<file path="config.mk">
export PLATFORM = sky130hd
export DESIGN_NAME = exec_stage
export DESIGN_NICKNAME = d
export VERILOG_FILES = /design/src/rtl/exec_stage.sv
export SDC_FILE = /design/constraint.sdc
export NUM_CORES = 2
export LEC_CHECK = 0
export CAP_MARGIN = 20
export CORE_UTILIZATION = 40
export DETAILED_ROUTE_END_ITERATION = 8
export PLACE_DENSITY = 0.56
export SLEW_MARGIN = 0
export SYNTH_ARGS = -nofsm -noshare
export SYNTH_HDL_FRONTEND = slang
export SYNTH_SLANG_ARGS = --single-unit
</file>
<file path="constraint.sdc">
create_clock -name Clock -period 8.64 [get_ports Clock]
set_input_delay 2.592 -clock Clock [delete_from_list [all_inputs] [get_ports Clock]]
set_output_delay 2.592 -clock Clock [all_outputs]
set_load 0.005 [all_outputs]
</file>
<file path="src/rtl/exec_stage.sv">
// exec_stage: multi-cycle RV32I subset execute core (ADD SUB AND OR XOR SLT
// ADDI LUI LW SW BEQ BNE JAL) sequenced FETCH -> WAIT_I -> EXEC [-> WAIT_M].
// Unsupported encodings and misaligned data/jump addresses stop the core in
// HALT until reset.
//
// Ports:
//   Clock        in   rising-edge clock
//   Reset        in   asynchronous active-low reset
//   Instr        in   fetched instruction, taken in WAIT_I on Instr_valid
//   Instr_valid  in   fetch-complete pulse
//   Mem_rdata    in   load data, taken in WAIT_M on Mem_valid
//   Mem_valid    in   data-access-complete pulse
//   Next_PC      out  fetch address
//   Fetch_req    out  fetch request pulse (FETCH state)
//   Data_addr    out  load/store byte address
//   Data_wdata   out  store data
//   S            out  1=store / 0=load while Mem_req=1
//   Mem_req      out  data request pulse (EXEC state, LW/SW)
//   Halt         out  sticky halt indicator
//   Instret      out  retired-instruction counter (EXEC_STAGE_INSTRET_EN only)
//
// Optional feature macro: EXEC_STAGE_INSTRET_EN
module exec_stage (
  input  logic        Clock,
  input  logic        Reset,
  input  logic [31:0] Instr,
  input  logic        Instr_valid,
  input  logic [31:0] Mem_rdata,
  input  logic        Mem_valid,
  output logic [31:0] Next_PC,
  output logic        Fetch_req,
  output logic [31:0] Data_addr,
  output logic [31:0] Data_wdata,
  output logic        S,
  output logic        Mem_req,
  output logic        Halt
`ifdef EXEC_STAGE_INSTRET_EN
  ,
  output logic [31:0] Instret
`endif
);

  typedef enum logic [2:0] {FETCH, WAIT_I, EXEC, WAIT_M, HALT} state_t;

  localparam logic [6:0] OP_R   = 7'b0110011;
  localparam logic [6:0] OP_I   = 7'b0010011;
  localparam logic [6:0] OP_LUI = 7'b0110111;
  localparam logic [6:0] OP_LD  = 7'b0000011;
  localparam logic [6:0] OP_ST  = 7'b0100011;
  localparam logic [6:0] OP_BR  = 7'b1100011;
  localparam logic [6:0] OP_JAL = 7'b1101111;

  state_t      r_state, w_state_nx;
  logic [31:0] r_pc, r_ir, r_daddr, r_dwdata;
  logic        r_s;
  logic [31:0] r_regs [32];

  logic [6:0]  w_op, w_f7;
  logic [2:0]  w_f3;
  logic [4:0]  w_rd, w_rs1, w_rs2;
  logic [31:0] w_a, w_b, w_imm_i, w_imm_s, w_imm_b, w_imm_j, w_imm_u;
  logic [31:0] w_addr, w_pc4, w_tgt, w_res, w_pc_nx, w_wdata;
  logic        w_ok, w_wr, w_take, w_we, w_mem_go, w_is_store, w_retire;

  assign w_op  = r_ir[6:0];
  assign w_rd  = r_ir[11:7];
  assign w_f3  = r_ir[14:12];
  assign w_rs1 = r_ir[19:15];
  assign w_rs2 = r_ir[24:20];
  assign w_f7  = r_ir[31:25];

  assign w_a = (w_rs1 == 5'd0) ? '0 : r_regs[w_rs1];
  assign w_b = (w_rs2 == 5'd0) ? '0 : r_regs[w_rs2];

  assign w_imm_i = {{20{r_ir[31]}}, r_ir[31:20]};
  assign w_imm_s = {{20{r_ir[31]}}, r_ir[31:25], r_ir[11:7]};
  assign w_imm_b = {{20{r_ir[31]}}, r_ir[7], r_ir[30:25], r_ir[11:8], 1'b0};
  assign w_imm_j = {{12{r_ir[31]}}, r_ir[19:12], r_ir[20], r_ir[30:21], 1'b0};
  assign w_imm_u = {r_ir[31:12], 12'b0};

  assign w_addr = w_a + ((w_op == OP_ST) ? w_imm_s : w_imm_i);
  assign w_pc4  = r_pc + 32'd4;

  always_comb begin
    w_state_nx = r_state;
    w_pc_nx    = r_pc;
    w_we       = 1'b0;
    w_wdata    = '0;
    w_mem_go   = 1'b0;
    w_is_store = 1'b0;
    w_retire   = 1'b0;
    w_ok       = 1'b0;
    w_wr       = 1'b0;
    w_take     = 1'b0;
    w_tgt      = w_pc4;
    w_res      = '0;
    case (r_state)
      FETCH:  w_state_nx = WAIT_I;
      WAIT_I: if (Instr_valid) w_state_nx = EXEC;
      EXEC: begin
        // Anything not explicitly accepted below falls through to HALT.
        w_state_nx = HALT;
        case (w_op)
          OP_R: begin
            w_ok = 1'b1;
            w_wr = 1'b1;
            case ({w_f7, w_f3})
              10'b0000000_000: w_res = w_a + w_b;
              10'b0100000_000: w_res = w_a - w_b;
              10'b0000000_111: w_res = w_a & w_b;
              10'b0000000_110: w_res = w_a | w_b;
              10'b0000000_100: w_res = w_a ^ w_b;
              10'b0000000_010: w_res = {31'b0, $signed(w_a) < $signed(w_b)};
              default: begin
                w_ok = 1'b0;
                w_wr = 1'b0;
              end
            endcase
          end
          OP_I: if (w_f3 == 3'b000) begin
            w_ok  = 1'b1;
            w_wr  = 1'b1;
            w_res = w_a + w_imm_i;
          end
          OP_LUI: begin
            w_ok  = 1'b1;
            w_wr  = 1'b1;
            w_res = w_imm_u;
          end
          OP_JAL: begin
            w_take = 1'b1;
            w_tgt  = r_pc + w_imm_j;
            w_ok   = (w_tgt[1:0] == 2'b00);
            w_wr   = 1'b1;
            w_res  = w_pc4;
          end
          OP_BR: if (w_f3[2:1] == 2'b00) begin
            // f3=000 BEQ, f3=001 BNE: taken when equality differs from f3[0]
            w_take = (w_a == w_b) ^ w_f3[0];
            w_tgt  = r_pc + w_imm_b;
            w_ok   = !w_take || (w_tgt[1:0] == 2'b00);
          end
          OP_LD, OP_ST: if (w_f3 == 3'b010 && w_addr[1:0] == 2'b00) begin
            w_mem_go   = 1'b1;
            w_is_store = (w_op == OP_ST);
            w_state_nx = WAIT_M;
          end
          default: ;
        endcase
        if (w_ok) begin
          w_state_nx = FETCH;
          w_retire   = 1'b1;
          w_pc_nx    = w_take ? w_tgt : w_pc4;
          w_we       = w_wr;
          w_wdata    = w_res;
        end
      end
      WAIT_M: if (Mem_valid) begin
        w_state_nx = FETCH;
        w_pc_nx    = w_pc4;
        w_retire   = 1'b1;
        w_we       = !r_s;
        w_wdata    = Mem_rdata;
      end
      HALT: ;
      default: w_state_nx = HALT;
    endcase
  end

  always_ff @(posedge Clock or negedge Reset) begin
    if (!Reset) begin
      r_state  <= FETCH;
      r_pc     <= '0;
      r_ir     <= '0;
      r_daddr  <= '0;
      r_dwdata <= '0;
      r_s      <= 1'b0;
      r_regs   <= '{default: '0};
    end else begin
      r_state <= w_state_nx;
      r_pc    <= w_pc_nx;
      if (r_state == WAIT_I && Instr_valid) r_ir <= Instr;
      if (w_mem_go) begin
        r_daddr  <= w_addr;
        r_dwdata <= w_b;
        r_s      <= w_is_store;
      end
      if (w_we && w_rd != 5'd0) r_regs[w_rd] <= w_wdata;
    end
  end

`ifdef EXEC_STAGE_INSTRET_EN
  logic [31:0] r_instret;
  always_ff @(posedge Clock or negedge Reset) begin
    if (!Reset)        r_instret <= '0;
    else if (w_retire) r_instret <= r_instret + 32'd1;
  end
  assign Instret = r_instret;
`endif

  // State is FETCH while reset is held, so gate the request with reset to
  // keep it low until release.
  assign Fetch_req  = (r_state == FETCH) && Reset;
  assign Mem_req    = w_mem_go;
  // Address/data/direction are live in the request cycle and then held.
  assign Data_addr  = w_mem_go ? w_addr : r_daddr;
  assign Data_wdata = w_mem_go ? w_b : r_dwdata;
  assign S          = w_mem_go ? w_is_store : r_s;
  assign Next_PC    = r_pc;
  assign Halt       = (r_state == HALT);

endmodule

</file>
# Word level (Yosys, flattened, before mapping)

Cells that the tools add are included.

Bits in registers: 1156
Input port bits: 68
Output and inout port bits: 100
Word-level logic and storage cells: 154

Add/subtract/negate cells: 7
$lt $le $gt $ge: 5
Equal/unequal tests: 21
Muxes and demuxes: 51
Bitwise logic cells: 8
Reduce and logical (&&, ||, !) cells: 24

Operators with widths:

| kind                                                                   | count |
|---|---|
| 1024-bit bitwise mux                                                   | 1 |
| 32-bit 2-to-1 mux                                                      | 16 |
| 32-bit binary-select mux with 5-bit select                             | 2 |
| 32-bit case mux with 2 select lines                                    | 3 |
| 32-bit case mux with 6 select lines                                    | 1 |
| 32-bit adder                                                           | 5 |
| 32-bit demux with 5-bit select                                         | 1 |
| 32-bit case mux with 4 select lines                                    | 1 |
| 32-bit by 3-bit adder with 32-bit output, second input constant        | 1 |
| 32-bit AND                                                             | 1 |
| 32-bit equality test                                                   | 1 |
| 32-bit less-than comparator                                            | 1 |
| 32-bit OR                                                              | 1 |
| 32-bit subtractor                                                      | 1 |
| 32-bit XOR                                                             | 1 |
| 10-bit by 3-bit equality test with 1-bit output, second input constant | 3 |
| 7-bit by 6-bit equality test with 1-bit output, second input constant  | 3 |
| 6-bit greater-or-equal comparator, second input constant               | 3 |
| 5-bit NOT with 6-bit output                                            | 3 |
| 1-bit 2-to-1 mux                                                       | 15 |
| 3-bit 2-to-1 mux                                                       | 5 |
| 3-bit case mux with 5 select lines                                     | 1 |
| 7-bit equality test, second input constant                             | 2 |
| 10-bit by 2-bit equality test with 1-bit output, second input constant | 1 |
| other kinds (26)                                                       | 43 |

# Longest topological paths before layout

Depth in word-level cells: 15
Gate-level depth with buffers: 28
Gate-level depth less buffers: 20

# Least setup slack after synthesis

No wires, ideal clock.

Path type: reg-to-output
Start: reg r_ir[15]
End: out Data_addr[27]
Arrival: 5508 ps
Required time: 6048 ps
Setup slack: 540 ps
Cell stages (with the launch flop): 22
Buffers on the path: 6
Cell sequence: dfrtp_1 buf_2 buf_2 buf_2 buf_1 buf_1 mux4_2 mux4_2 mux2_2 nand2_1 inv_1 ha_1 clkbuf_1 inv_1 o21bai_1 a21oi_1 o21ai_0 a21oi_1 o21a_1 a21boi_0 xor2_1 o21ai_0

Longest elaborated chain between the ends: 12
Elaborated cells between the ends (all ways): 13
Those cells by class: add/sub (1); mux (8); bitwise (1); reduce/logical (3)

Ends and longest elaborated chain:

| element                                               | RTL line | source |
|---|---|---|
| start, declared                                       | 54       | `logic [31:0] r_pc, r_ir, r_daddr, r_dwdata;` |
| start signal, assigned                                | 182      | `if (r_state == WAIT_I && Instr_valid) r_ir <= Instr;` |
| 5-bit NOT with 6-bit output (not written as such)     | 72       | `assign w_a = (w_rs1 == 5'd0) ? '0 : r_regs[w_rs1];` |
| 32-bit binary-select mux with 5-bit select            | 72       |  |
| 32-bit 2-to-1 mux (not written as such) (2 in series) | 72       |  |
| 32-bit 2-to-1 mux (*)                                 | 72       |  |
| 32-bit adder (*)                                      | 81       | `assign w_addr = w_a + ((w_op == OP_ST) ? w_imm_s : w_imm_i);` |
| 2-bit logical NOT                                     | 143      | `OP_LD, OP_ST: if (w_f3 == 3'b010 && w_addr[1:0] == 2'b00) begin` |
| 1-bit logical AND                                     | 143      |  |
| 1-bit 2-to-1 mux                                      | 143      |  |
| 1-bit 2-to-1 mux                                      | 103      | `case (w_op)` |
| 1-bit 2-to-1 mux                                      | 97       | `case (r_state)` |
| 32-bit 2-to-1 mux (*)                                 | -        |  |
| end, declared                                         | 32       | `output logic [31:0] Data_addr,` |

Mark *: on every way between the ends. The rest lies on a longest branch, timed or not. The select of a mux whose other input is x is not followed.

# Worst setup path after layout

Start: reg r_ir[15]
End: out Data_addr[23]

Same word-level chain as after synthesis.

==> results.yml <==
clock_network:
  numCtsBuffers: 135
  clk_pin_slew_ns: 0.06
  clkLatencyLatePin_ns: 0.83
  cts_sinks: 1155
  hold_buffers: 0
  cts_buffer_depth: 3
  cts_max_level: 4
  clock-root-buffer: "clkbuf_16"
  cts_tree: "built"
yosys:
  synthArstFlopShare: 1.000
  synthXorXnorAreaFrac: 0.01557
  ys_ff_latch: 1155
  synth-edff-count: 0
  synth-simple-area-share: 0.09637
  synth_top_family_by_area: "multiplexers"
  avgSynthCellArea_um2: 10.79
  synth-adder-area-share: 0.03208
  synth-compound-area-share: 0.1400
  synth_cells: 6614
  ys_types: 89
  syn_nets: 6862
  syn_area_um2: 71370
  synth-seq-area-share: 0.4050
  ys_warn_count: 0
  synthMuxAreaShare: 0.2651
  synthFlopType: "dfrtp_1"
grt:
  gr-total-overflow: 0
  antenna_found_initial: 6
  grt_max_degree: 184
  grt_pass1_vias: 56941
  grt_first_pass_wirelength_um: 410100
  grt_usage: 0.3113
sta:
  holdWs_ns: 0.3975
  relSlewSlack: 0.1769
  drv_slew: 0
  finalCritPeriodShare: 0.9836
  setup_violations: 0
  worstMarginPinSlew_ns: 1.231
  finalClockSkew_ns: 0.06083
  final-hold-violation-count: 0
  fin_crit_ns: 8.498
  max_freq_mhz: 117.7
  rsz0062_at_grt: "yes"
final_layout:
  final_cells: 9179
  final_common_cell: "dfrtp_1"
  mostFrequentLayoutCells: "dfrtp_1 (1,144), nand2_1 (875), o21ai_0 (819), mux4_2 (557), mux2_2 (407)"
  nFillCells: 16064
  drive_gt1_frac: 0.2624
  fin_nets: 6980
  area_growth_pct: 17.53
worst_setup_path:
  cpLargestDelayFamily: "buffers and inverters"
  cpPeakStageDelay_ns: 0.52
  critPathMaxFanout: 13
  critPathRequiredTime_ns: 6.05
  rrSetupSlack_ns: 0.71
  crit_arrival_ns: 5.91
  cp_cell_sequence: "buf_12, buf_16, buf_12, mux4_2, mux4_2, mux2_2, nand2_1, inv_1, ha_1, a21oi_1, o21bai_1, a21oi_1, buf_4, buf_4, o21ai_0, a21oi_2, o21ai_1, xnor2_1, o21ai_1, clkdlybuf4s50_1"
  r2r-start: "r_ir[20]"
  reg2reg_depth: 18
  worstSetupPathType: "register to output pin"
  critPathSlowestCell: "clkdlybuf4s50_1"
  cp_num_buf_inv: 7
  rr_endpoint: "r_regs[137]"
  start_kind: "register"
  end_kind: "output pin"
pwr:
  ir_drop_uv: 253.3
  power_density_nw_per_um2: 282.9
  cellLeakagePower_nw: 36.02
  power.total_mw: 23.73
drt:
  dr.pass1.iters: 6
  routedWlPerCell_um: 30.65
  drt_iter0_drc: 6841
  final_antenna_net_count: 0
  avgViaCountPerCell: 6.294
  drt_wl_total_um: 281300
  vias: 57776
  drc: 0
worst_hold_path:
  hold_depth: 0
  hold_class: "register to register"
  worstHoldStart: "r_regs[1021]"
  hold_end: "r_regs[1021]"
die:
  top_level_ports: 168
  die_w_um: 424.4
  chipHeight_um: 424.4
  die-area_um2: 180100
  rows: 154
  core_um2: 176700
  initial_utilization: 0.4039
place:
  hpwl_um: 195400
  io_buffers: 166
  gp_congestion: 1.003
  place_inst: 8903
outcome:
  status: "completed"
run:
  cap_viol_max_count: 0
## layout make-up
class	count	area, um^2	area share
inverters	174	658.1	0.007846
clock inverters	58	924.6	0.01102
diodes	1	2.502	0.00002983
flip-flops and latches	1155	28940	0.3450
multi-input cells	4656	39860	0.4753
well taps	2340	2928	0.03491
repair buffers	610	6724	0.08016
clock buffers	185	3837	0.04575
## state kept, by name (all words and copies together) (netlist names)
name	count
Next_PC	31
r_daddr	32
r_dwdata	32
r_ir	32
r_regs	1024
r_s	1
r_state	3
## what timing repair did
item / 4_1_cts / 5_1_grt
gates resized for setup: 46 / 63
setup buffers: 21 / 5
pin swaps: 1 / 5
endpoints found under the setup margin: 47 / 54
cloned: 3 / 4
## worst reg2reg max path, stage by stage (launching register included)
cell      delay, ns
dfrtp_4        0.89
buf_4          0.41
mux4_2         0.55
mux4_2         0.47
mux2i_1        0.51
nor2_1         0.17
inv_1          0.28
ha_1           0.31
or4_4          0.59
or3_1          0.43
nor3_2         0.23
nand4_1        0.36
a221oi_4       0.50
xnor2_2        0.19
o31ai_4        0.38
nor2_2         0.24
o21a_1         0.22
a21oi_4        0.73
o21ai_0        0.28
## how the worst max path moves through the flow
stage	slack [ns]	endpoint	cells past startpoint	startpoint
6_report	0.14	Data_addr[23]	20	r_ir[15]
5_1_grt	-0.006	Data_addr[30]	21	r_ir[15]
4_1_cts	-0.01	Data_addr[28]	21	r_ir[15]
3_5_place_dp	0.35	Data_addr[23]	19	r_ir[15]
3_3_place_gp	0.28	Data_addr[23]	19	r_ir[15]
2_1_floorplan	0.54	Data_addr[27]	21	r_ir[15]
## stage by stage
| stage | cell area (um^2) | setup TNS, ns | setup slack [ns] | util |
|---|---|---|---|---|
| global placement | 78260 | 0 | 0.2840 | 0.4429 |
| detailed placement | 78260 | 0 | 0.3484 | 0.4429 |
| global route | 83870 | -0.01046 | -0.005856 | 0.4747 |
| floorplan | 71370 | 0 | 0.5403 | - |
| finish | 83880 | 0 | 0.1415 | 0.4747 |
| CTS | 83540 | -0.01223 | -0.01223 | 0.4728 |
## synthesized netlist by cell type (all sizes together), types with 31 or more instances
master / number / area share
a21o: 72 / 0.0076
a21oi: 268 / 0.019
a22oi: 37 / 0.0040
a31oi: 40 / 0.0035
and3: 32 / 0.0028
buf: 221 / 0.015
clkbuf: 408 / 0.022
dfrtp: 1155 / 0.40
ha: 175 / 0.031
inv: 174 / 0.0092
mux2: 412 / 0.065
mux2i: 173 / 0.024
mux4: 557 / 0.18
nand2: 876 / 0.046
nand3: 98 / 0.0090
nor2: 240 / 0.013
nor2b: 31 / 0.0027
nor3: 58 / 0.0041
o21ai: 846 / 0.059
o21bai: 38 / 0.0040
o221ai: 42 / 0.0052
o22ai: 41 / 0.0036
o31ai: 56 / 0.0062
or3: 38 / 0.0033
xnor2: 78 / 0.0097
xor2: 48 / 0.0059
## power by group
part	leakage [nW]	internal (mW)	switching, mW
combinational	17.9	4.42	7.17
clock	2.31	3.61	2.54
sequential	15.8	5.52	0.472
total	36.0	13.5	10.2
## routing by layer
metal,routed length [um],track usage
met5,38,0
met4,13440,0.1291
met3,22200,0.05465
met2,128400,0.4861
met1,117300,0.4279
## logic make-up after synthesis
group,after synthesis
xor+xnor,126
other cells,1
compound gates,1670
fa+ha+maj,180
buf+inv,803
mux,1142
flops,1155
simple gates,1537
No activity file was read; power rests on OpenSTA's default activity.
